### config.mk
export PLATFORM = sky130hd
export DESIGN_NAME = miner_avalon_csr_flat
export DESIGN_NICKNAME = d
export VERILOG_FILES = /design/src/rtl/miner_csr_pkg.sv /design/src/rtl/miner_avalon_csr_if.sv /design/src/rtl/csr_be_reg32.sv /design/src/rtl/miner_avalon_csr.sv /design/src/flat_wrapper.sv
export SDC_FILE = /design/constraint.sdc
export NUM_CORES = 2
export LEC_CHECK = 0
export ABC_AREA = 1
export CORE_MARGIN = 5
export CORE_UTILIZATION = 35
export CTS_CLUSTER_SIZE = 20
export DETAILED_ROUTE_END_ITERATION = 10
export PLACE_DENSITY = 0.62
export SLEW_MARGIN = 10
export SYNTH_ARGS = -nofsm -noshare
export SYNTH_HDL_FRONTEND = slang
export SYNTH_SLANG_ARGS = --single-unit
### constraint.sdc
create_clock -name clk -period 1.7 [get_ports clk]
set_input_delay 0.34 -clock clk [delete_from_list [all_inputs] [get_ports clk]]
set_output_delay 0.34 -clock clk [all_outputs]
set_load 0.005 [all_outputs]
### src/rtl/miner_csr_pkg.sv
// miner_csr_pkg: register map, control/IRQ bit positions and ID default for the miner CSR block.
package miner_csr_pkg;
    localparam logic [4:0] ADDR_HEADER0  = 5'h00;
    localparam logic [4:0] ADDR_DIFF0    = 5'h08;
    localparam logic [4:0] ADDR_NONCE_LO = 5'h10;
    localparam logic [4:0] ADDR_NONCE_HI = 5'h11;
    localparam logic [4:0] ADDR_CTRL     = 5'h12;
    localparam logic [4:0] ADDR_STATUS   = 5'h13;
    localparam logic [4:0] ADDR_SOL_LO   = 5'h14;
    localparam logic [4:0] ADDR_SOL_HI   = 5'h15;
    localparam logic [4:0] ADDR_IRQ      = 5'h16;
    localparam logic [4:0] ADDR_ID       = 5'h17;
    localparam logic [4:0] ADDR_BUSY_LO  = 5'h18;
    localparam logic [4:0] ADDR_BUSY_HI  = 5'h19;
    localparam logic [4:0] ADDR_RUN_LO   = 5'h1A;
    localparam logic [4:0] ADDR_RUN_HI   = 5'h1B;
    localparam int NUM_RW        = 19;
    localparam int CTRL_RUN      = 0;
    localparam int CTRL_TEST     = 1;
    localparam int CTRL_HALT     = 2;
    localparam int CTRL_PADL_LSB = 3;
    localparam int CTRL_PADF_LSB = 11;
    localparam int IRQ_PEND      = 0;
    localparam int IRQ_EN        = 1;
    localparam logic [31:0] ID_DEFAULT = 32'h5333_4D31;
endpackage

### src/rtl/miner_avalon_csr_if.sv
// miner_avalon_csr_if: Avalon-MM slave bus bundle between the HPS lightweight bridge and the miner CSR.
interface miner_avalon_csr_if;
    logic [4:0]  avs_address;
    logic        avs_read;
    logic        avs_write;
    logic [31:0] avs_writedata;
    logic [3:0]  avs_byteenable;
    logic [31:0] avs_readdata;
    logic        avs_readdatavalid;
    modport master (output avs_address, avs_read, avs_write, avs_writedata, avs_byteenable,
                    input avs_readdata, avs_readdatavalid);
    modport slave (input avs_address, avs_read, avs_write, avs_writedata, avs_byteenable,
                   output avs_readdata, avs_readdatavalid);
endinterface

### src/rtl/csr_be_reg32.sv
// csr_be_reg32: 32-bit byte-enabled register with sync reset, per-bit clear and a writable-bit mask.
module csr_be_reg32 #(
    parameter logic [31:0] MASK = '1
) (
    input  logic        clk,
    input  logic        rst,
    input  logic        we_i,
    input  logic [3:0]  be_i,
    input  logic [31:0] wd_i,
    input  logic [31:0] clr_i,
    output logic [31:0] q_o
);
    logic [31:0] q_q, q_d, bit_we;
    always_comb begin
        bit_we = {{8{be_i[3]}}, {8{be_i[2]}}, {8{be_i[1]}}, {8{be_i[0]}}} & {32{we_i}};
        q_d    = ((q_q & ~bit_we) | (wd_i & bit_we)) & ~clr_i & MASK;
    end
    always_ff @(posedge clk) q_q <= rst ? '0 : q_d;
    assign q_o = q_q;
endmodule

### src/rtl/miner_avalon_csr.sv
// miner_avalon_csr: Avalon-MM register bank driving sha3_256_miner, with solution snapshot and IRQ mask/ack.
// Defining MINER_CSR_PERF_EN adds 64-bit busy/run cycle counters at 0x18-0x1B.
module miner_avalon_csr
    import miner_csr_pkg::*;
#(
    parameter logic [31:0] ID_VALUE = ID_DEFAULT,
    parameter int          CTRL_W   = 19
) (
    input  logic                clk,
    input  logic                rst,
    miner_avalon_csr_if.slave   avs,
    output logic [255:0]        header,
    output logic [255:0]        difficulty,
    output logic [63:0]         start_nonce,
    output logic [CTRL_W-1:0]   control,
    input  logic [63:0]         solution,
    input  logic [6:0]          status,
    input  logic                miner_irq,
    input  logic                miner_bsy,
    output logic                irq
);
    localparam logic [31:0] CTRL_MASK = 32'((64'd1 << CTRL_W) - 64'd1);
    logic [31:0] regs_q [NUM_RW];
    logic [31:0] readdata_q, rdata_d, sol_shadow_q;
    logic        readdatavalid_q, irq_en_q, ack;
    assign ack = avs.avs_write && avs.avs_address == ADDR_IRQ && avs.avs_byteenable[0] && avs.avs_writedata[IRQ_PEND];
    for (genvar g = 0; g < NUM_RW; g++) begin : g_rw
        csr_be_reg32 #(.MASK(g == int'(ADDR_CTRL) ? CTRL_MASK : '1)) u_reg (
            .clk  (clk),
            .rst  (rst),
            .we_i (avs.avs_write && avs.avs_address == 5'(g)),
            .be_i (avs.avs_byteenable),
            .wd_i (avs.avs_writedata),
            .clr_i(g == int'(ADDR_CTRL) ? {31'b0, ack} : 32'b0),
            .q_o  (regs_q[g])
        );
    end
    for (genvar g = 0; g < 8; g++) begin : g_pack
        assign header[32*g +: 32]     = regs_q[int'(ADDR_HEADER0) + g];
        assign difficulty[32*g +: 32] = regs_q[int'(ADDR_DIFF0) + g];
    end
    assign start_nonce = {regs_q[ADDR_NONCE_HI], regs_q[ADDR_NONCE_LO]};
    assign control     = regs_q[ADDR_CTRL][CTRL_W-1:0];
    assign irq         = miner_irq & irq_en_q;
`ifdef MINER_CSR_PERF_EN
    logic [63:0] busy_cnt_q, run_cnt_q;
    logic [31:0] busy_hi_q, run_hi_q;
    always_ff @(posedge clk) begin
        if (rst || (avs.avs_write && avs.avs_address == ADDR_BUSY_LO)) begin
            busy_cnt_q <= '0;
            run_cnt_q  <= '0;
        end else begin
            busy_cnt_q <= busy_cnt_q + 64'(miner_bsy);
            run_cnt_q  <= run_cnt_q + 64'(control[CTRL_RUN]);
        end
        if (rst) begin
            busy_hi_q <= '0;
            run_hi_q  <= '0;
        end else if (avs.avs_read) begin
            busy_hi_q <= avs.avs_address == ADDR_BUSY_LO ? busy_cnt_q[63:32] : busy_hi_q;
            run_hi_q  <= avs.avs_address == ADDR_RUN_LO ? run_cnt_q[63:32] : run_hi_q;
        end
    end
`endif
    // Read mux sees pre-write register values, so a read+write in one cycle returns old data.
    always_comb begin
        rdata_d = '0;
        case (avs.avs_address)
            ADDR_STATUS:  rdata_d = {24'b0, miner_bsy, status};
            ADDR_SOL_LO:  rdata_d = solution[31:0];
            ADDR_SOL_HI:  rdata_d = sol_shadow_q;
            ADDR_IRQ:     rdata_d = {30'b0, irq_en_q, miner_irq};
            ADDR_ID:      rdata_d = ID_VALUE;
`ifdef MINER_CSR_PERF_EN
            ADDR_BUSY_LO: rdata_d = busy_cnt_q[31:0];
            ADDR_BUSY_HI: rdata_d = busy_hi_q;
            ADDR_RUN_LO:  rdata_d = run_cnt_q[31:0];
            ADDR_RUN_HI:  rdata_d = run_hi_q;
`endif
            default:      rdata_d = avs.avs_address <= ADDR_CTRL ? regs_q[avs.avs_address] : '0;
        endcase
    end
    always_ff @(posedge clk) begin
        if (rst) begin
            readdata_q      <= '0;
            readdatavalid_q <= 1'b0;
            sol_shadow_q    <= '0;
            irq_en_q        <= 1'b0;
        end else begin
            readdatavalid_q <= avs.avs_read;
            if (avs.avs_read)
                readdata_q <= rdata_d;
            if (avs.avs_read && avs.avs_address == ADDR_SOL_LO)
                sol_shadow_q <= solution[63:32];
            if (avs.avs_write && avs.avs_address == ADDR_IRQ && avs.avs_byteenable[0])
                irq_en_q <= avs.avs_writedata[IRQ_EN];
        end
    end
    assign avs.avs_readdata      = readdata_q;
    assign avs.avs_readdatavalid = readdatavalid_q;
endmodule

### src/flat_wrapper.sv
// flat-port wrapper written by rule: the top's interface ports become plain ports
module miner_avalon_csr_flat import miner_csr_pkg::*;
#(
    parameter logic [31:0] ID_VALUE = ID_DEFAULT,
    parameter int          CTRL_W   = 19
)
  (clk, rst, header, difficulty, start_nonce, control, solution, status, miner_irq, miner_bsy, irq, avs_avs_address, avs_avs_read, avs_avs_write, avs_avs_writedata, avs_avs_byteenable, avs_avs_readdata, avs_avs_readdatavalid);
  miner_avalon_csr_if avs_i ();
  input  logic clk;
  input  logic rst;
  output logic [255:0] header;
  output logic [255:0] difficulty;
  output logic [63:0] start_nonce;
  output logic [CTRL_W-1:0] control;
  input  logic [63:0] solution;
  input  logic [6:0] status;
  input  logic miner_irq;
  input  logic miner_bsy;
  output logic irq;
  input wire logic [$bits(avs_i.avs_address)-1:0] avs_avs_address;
  input wire logic [$bits(avs_i.avs_read)-1:0] avs_avs_read;
  input wire logic [$bits(avs_i.avs_write)-1:0] avs_avs_write;
  input wire logic [$bits(avs_i.avs_writedata)-1:0] avs_avs_writedata;
  input wire logic [$bits(avs_i.avs_byteenable)-1:0] avs_avs_byteenable;
  output wire logic [$bits(avs_i.avs_readdata)-1:0] avs_avs_readdata;
  output wire logic [$bits(avs_i.avs_readdatavalid)-1:0] avs_avs_readdatavalid;
  assign avs_i.avs_address = avs_avs_address;
  assign avs_i.avs_read = avs_avs_read;
  assign avs_i.avs_write = avs_avs_write;
  assign avs_i.avs_writedata = avs_avs_writedata;
  assign avs_i.avs_byteenable = avs_avs_byteenable;
  assign avs_avs_readdata = avs_i.avs_readdata;
  assign avs_avs_readdatavalid = avs_i.avs_readdatavalid;
  miner_avalon_csr #(.ID_VALUE(ID_VALUE), .CTRL_W(CTRL_W)) u_core (.clk(clk), .rst(rst), .avs(avs_i), .header(header), .difficulty(difficulty), .start_nonce(start_nonce), .control(control), .solution(solution), .status(status), .miner_irq(miner_irq), .miner_bsy(miner_bsy), .irq(irq));
endmodule
==> reports/qor.txt <==
OUTCOME
---------------------------------------------------------------------------------
Run status                                                           finished, final reports clean

YOSYS
---------------------------------------------------------------------------------
Fraction of synthesized cell area in xor and xnor cells                         0
Multiplexer fraction of the synthesized cell area                               0
Dominant combinational cell family by area after synthesis           simple AND/OR/NAND/NOR gates
Count of distinct cell types in the synthesized netlist                        31
Syn Std Cell Area                                                       30060 µm²
Nets in the synthesized netlist                                              4671
Fraction of the mapped netlist area in simple logic gates                  0.2512
Flop and latch count out of synthesis                                         661
Mapped Avg Cell Area                                                    6.603 µm²
Share of the synthesized area in compound gates (AO/OA/AOI/OAI)            0.2083
Post-Synth Adder-Cell Area                                                      0
Sequential fraction of the synthesis area                                  0.4402
Synthesized netlist cell count                                               4553
Ys Warns                                                                        0

CRITICAL PATH
---------------------------------------------------------------------------------
Critical path type                                                   flip-flop to output pin
Delay contributed by the slowest stage of the critical path               0.44 ns
Crit path launch type                                                   flip-flop
Cell with the biggest individual delay on the critical path          sky130_fd_sc_hd__dfxtp_1
Crit-path leading delay family                                         flip-flops
Crit path cell chain                                                 clkdlybuf4s15_2
Depth of the worst register-to-register path                                    9
Highest fanout seen on the critical path                                        3
Critical Path End Type                                                 output pin
Worst path required time                                                  1.36 ns
Count of buffer and inverter cells on the critical path                         1
Critical Path Stages                                                            1
Data arrival time of the critical path                                    1.34 ns

GLOBAL ROUTING
---------------------------------------------------------------------------------
Via count of the first global-routing pass                                 32.59k
Final global-route overflow total                                               0
Met3 demand-to-capacity share in global routing                           0.06984
Global Route Usage Sum                                                     0.3200
Maximum number of pins on one net before global-route repair                   88
Global-route wire length before repair                                   218.6 mm
GR Layer Usage met1                                                        0.3715
Initial antenna violation count                                                 4
Grt met2 use                                                               0.5426
GRT busiest layer                                                            met2

FINISH
---------------------------------------------------------------------------------
Post-route cell area                                                    43970 µm²
Area growth from synthesis to layout                                       46.25%
Post-layout net count                                                        5560
Final core utilization                                                     0.5164
Fin cells                                                                    6649
Fraction of final layout cells sized beyond drive strength 1               0.1654

TIMING
---------------------------------------------------------------------------------
Skew final                                                             0.03407 ns
Period Utilization, post-route                                             0.9893
Max-slew headroom at the worst pin                                         0.7326
Tmin final                                                               1.682 ns
Final Setup Violations                                                          0
Fin. Hold Viols                                                                 0
Min setup slack post-route                                             0.01824 ns
Worst Tran Pin Value                                                    0.4006 ns
Hold slack final                                                        0.3058 ns
Number of max-slew violations in the final report                               0
Highest achievable clock rate                                           594.6 MHz
Setup repair after global routing missed its margin                         false

HOLD PATH
---------------------------------------------------------------------------------
Cells on Worst Hold Path                                                        3
Startpoint of the tightest hold check path                           solution[37]
Hold Path Class                                                      primary input to flip-flop

ROUTING
---------------------------------------------------------------------------------
Vias per std cell                                                           5.173
Number of nets still failing antenna checks after routing                       0
DRC marker count from the first detailed-route iteration                     2805
WL/cell                                                                  23.32 µm
Final routed DRC violation total                                                0
Final WL                                                                 155.1 mm
Pre-antenna DRT Iters                                                           6
Routed vias                                                                34.39k

PLACEMENT
---------------------------------------------------------------------------------
DP Cell Count                                                                6488
HPWL after detailed placement                                            118.4 mm
Placement-stage cell area                                               41540 µm²
Gpl congestion                                                             0.9729
Pre-CTS setup slack                                                    -0.7649 ns
Port Buffers                                                                  746

CTS
---------------------------------------------------------------------------------
Post-cts hold buffer count                                                      0
Buffers from clock root to sink, at most                                        3
Root buffer cell                                                     sky130_fd_sc_hd__clkbuf_16
CTS buffer count                                                               77
Clock tree from TritonCTS                                                   built
Clock Pin Slew Worst Setup and Hold Paths                                 0.06 ns
Clk sink count                                                                661
H-tree depth reported by CTS                                                    3
Source-to-sink clock delay at the later pin of the worst-skew pair        0.63 ns

FLOORPLAN
---------------------------------------------------------------------------------
Core footprint                                                          85150 µm²
Horiz. Die Dim                                                           303.1 µm
Number of top-level pins                                                      747
Area of the die                                                         91850 µm²
DIE HEIGHT                                                               303.1 µm
Effective utilization at floorplan                                         0.3531
Rows                                                                          107

POWER AND IR DROP
---------------------------------------------------------------------------------
Power per cell area                                                  816.5 nW/µm²
Static leakage                                                           20.76 nW
Maximum VDD drop                                                        0.7080 mV

JOB
---------------------------------------------------------------------------------
Number of maximum-capacitance violations                                        0

-- repair_timing --
item | in CTS | in global routing
gates resized for setup | 990 | 38
gates cloned | 0 | 1
setup buffers | 18 | 0
setup endpoints to repair | 640 | 88
endpoints found under the hold margin | 0 | 0
-- layer usage --
metal,share of wire,vias to the layer above
li1,-,16300
met1,0.37,15980
met2,0.47,1686
met3,0.084,427
met4,0.071,2
met5,0.000084,-
-- stage by stage --
step | power [mW] | TNS [ns]
2_1_floorplan | 17.39 | 0
3_3_place_gp | 19.49 | -305.26
3_5_place_dp | 19.50 | -318.47
4_1_cts | 36.01 | 0
5_1_grt | 36.85 | 0
6_report | 35.90 | 0
-- synth_stat cells (all sizes together) --
cell type,n,area share
a41oi,7,0.0020
a211oi,5,0.0012
a31oi,11,0.0023
nand3,116,0.020
o21ai,734,0.12
a21oi,456,0.078
nand2,1090,0.14
o21bai,6,0.0015
nor2,676,0.089
clkinv,2,0.00033
nor3,2,0.00033
a22oi,2,0.00050
buf,124,0.020
nand4,21,0.0046
clkbuf,193,0.024
dfxtp,661,0.44
inv,445,0.056
o211ai,2,0.00050
-- cell families after synthesis --
family	Yosys count
and+or+nand+nor	1905
AOI/OAI and AO/OA	1223
buffers and inverters	764
DFF	661
-- report_power, final --
group,switching [mW],internal [mW]
combinational,2.03,1.31
clock,7.09,9.75
sequential,0.132,15.6
-- area by class of cell --
| cell class | count | area [µm²] |
|---|---|---|
| clock inverters | 27 | 292.8 |
| inverters | 447 | 1705 |
| well taps | 1144 | 1431 |
| repair inverters | 1 | 7.507 |
| diodes | 4 | 10.01 |
| flip-flops and latches | 661 | 13670 |
| clock buffers | 111 | 2256 |
| fillers | 8715 | 41180 |
| multi-input cells | 3128 | 13860 |
| repair buffers | 1126 | 10740 |
-- cells in the final DEF, fill, tap and decap left out, types with 78 or more instances in the layout --
cell | Yosys | routed
sky130_fd_sc_hd__a21oi_1 | 439 | 439
sky130_fd_sc_hd__buf_12 | 0 | 94
sky130_fd_sc_hd__buf_4 | 11 | 285
sky130_fd_sc_hd__clkbuf_16 | 0 | 78
sky130_fd_sc_hd__clkdlybuf4s50_1 | 0 | 113
sky130_fd_sc_hd__dfxtp_1 | 661 | 401
sky130_fd_sc_hd__dfxtp_2 | 0 | 216
sky130_fd_sc_hd__dlygate4sd2_1 | 0 | 585
sky130_fd_sc_hd__inv_1 | 408 | 403
sky130_fd_sc_hd__nand2_1 | 1083 | 1082
sky130_fd_sc_hd__nand3_1 | 111 | 111
sky130_fd_sc_hd__nor2_1 | 635 | 631
sky130_fd_sc_hd__o21ai_0 | 672 | 672
-- final timing paths --
check | end | slack (ns)
hold / removal | u_core.sol_shadow_q[5] | 0.31
setup reg to reg | u_core.avs.avs_readdata[7] | 0.17
setup / recovery | start_nonce[0] | 0.02
hold reg to reg | flip-flop | 0.45
Note: power is estimated with default switching activity, not from simulation.
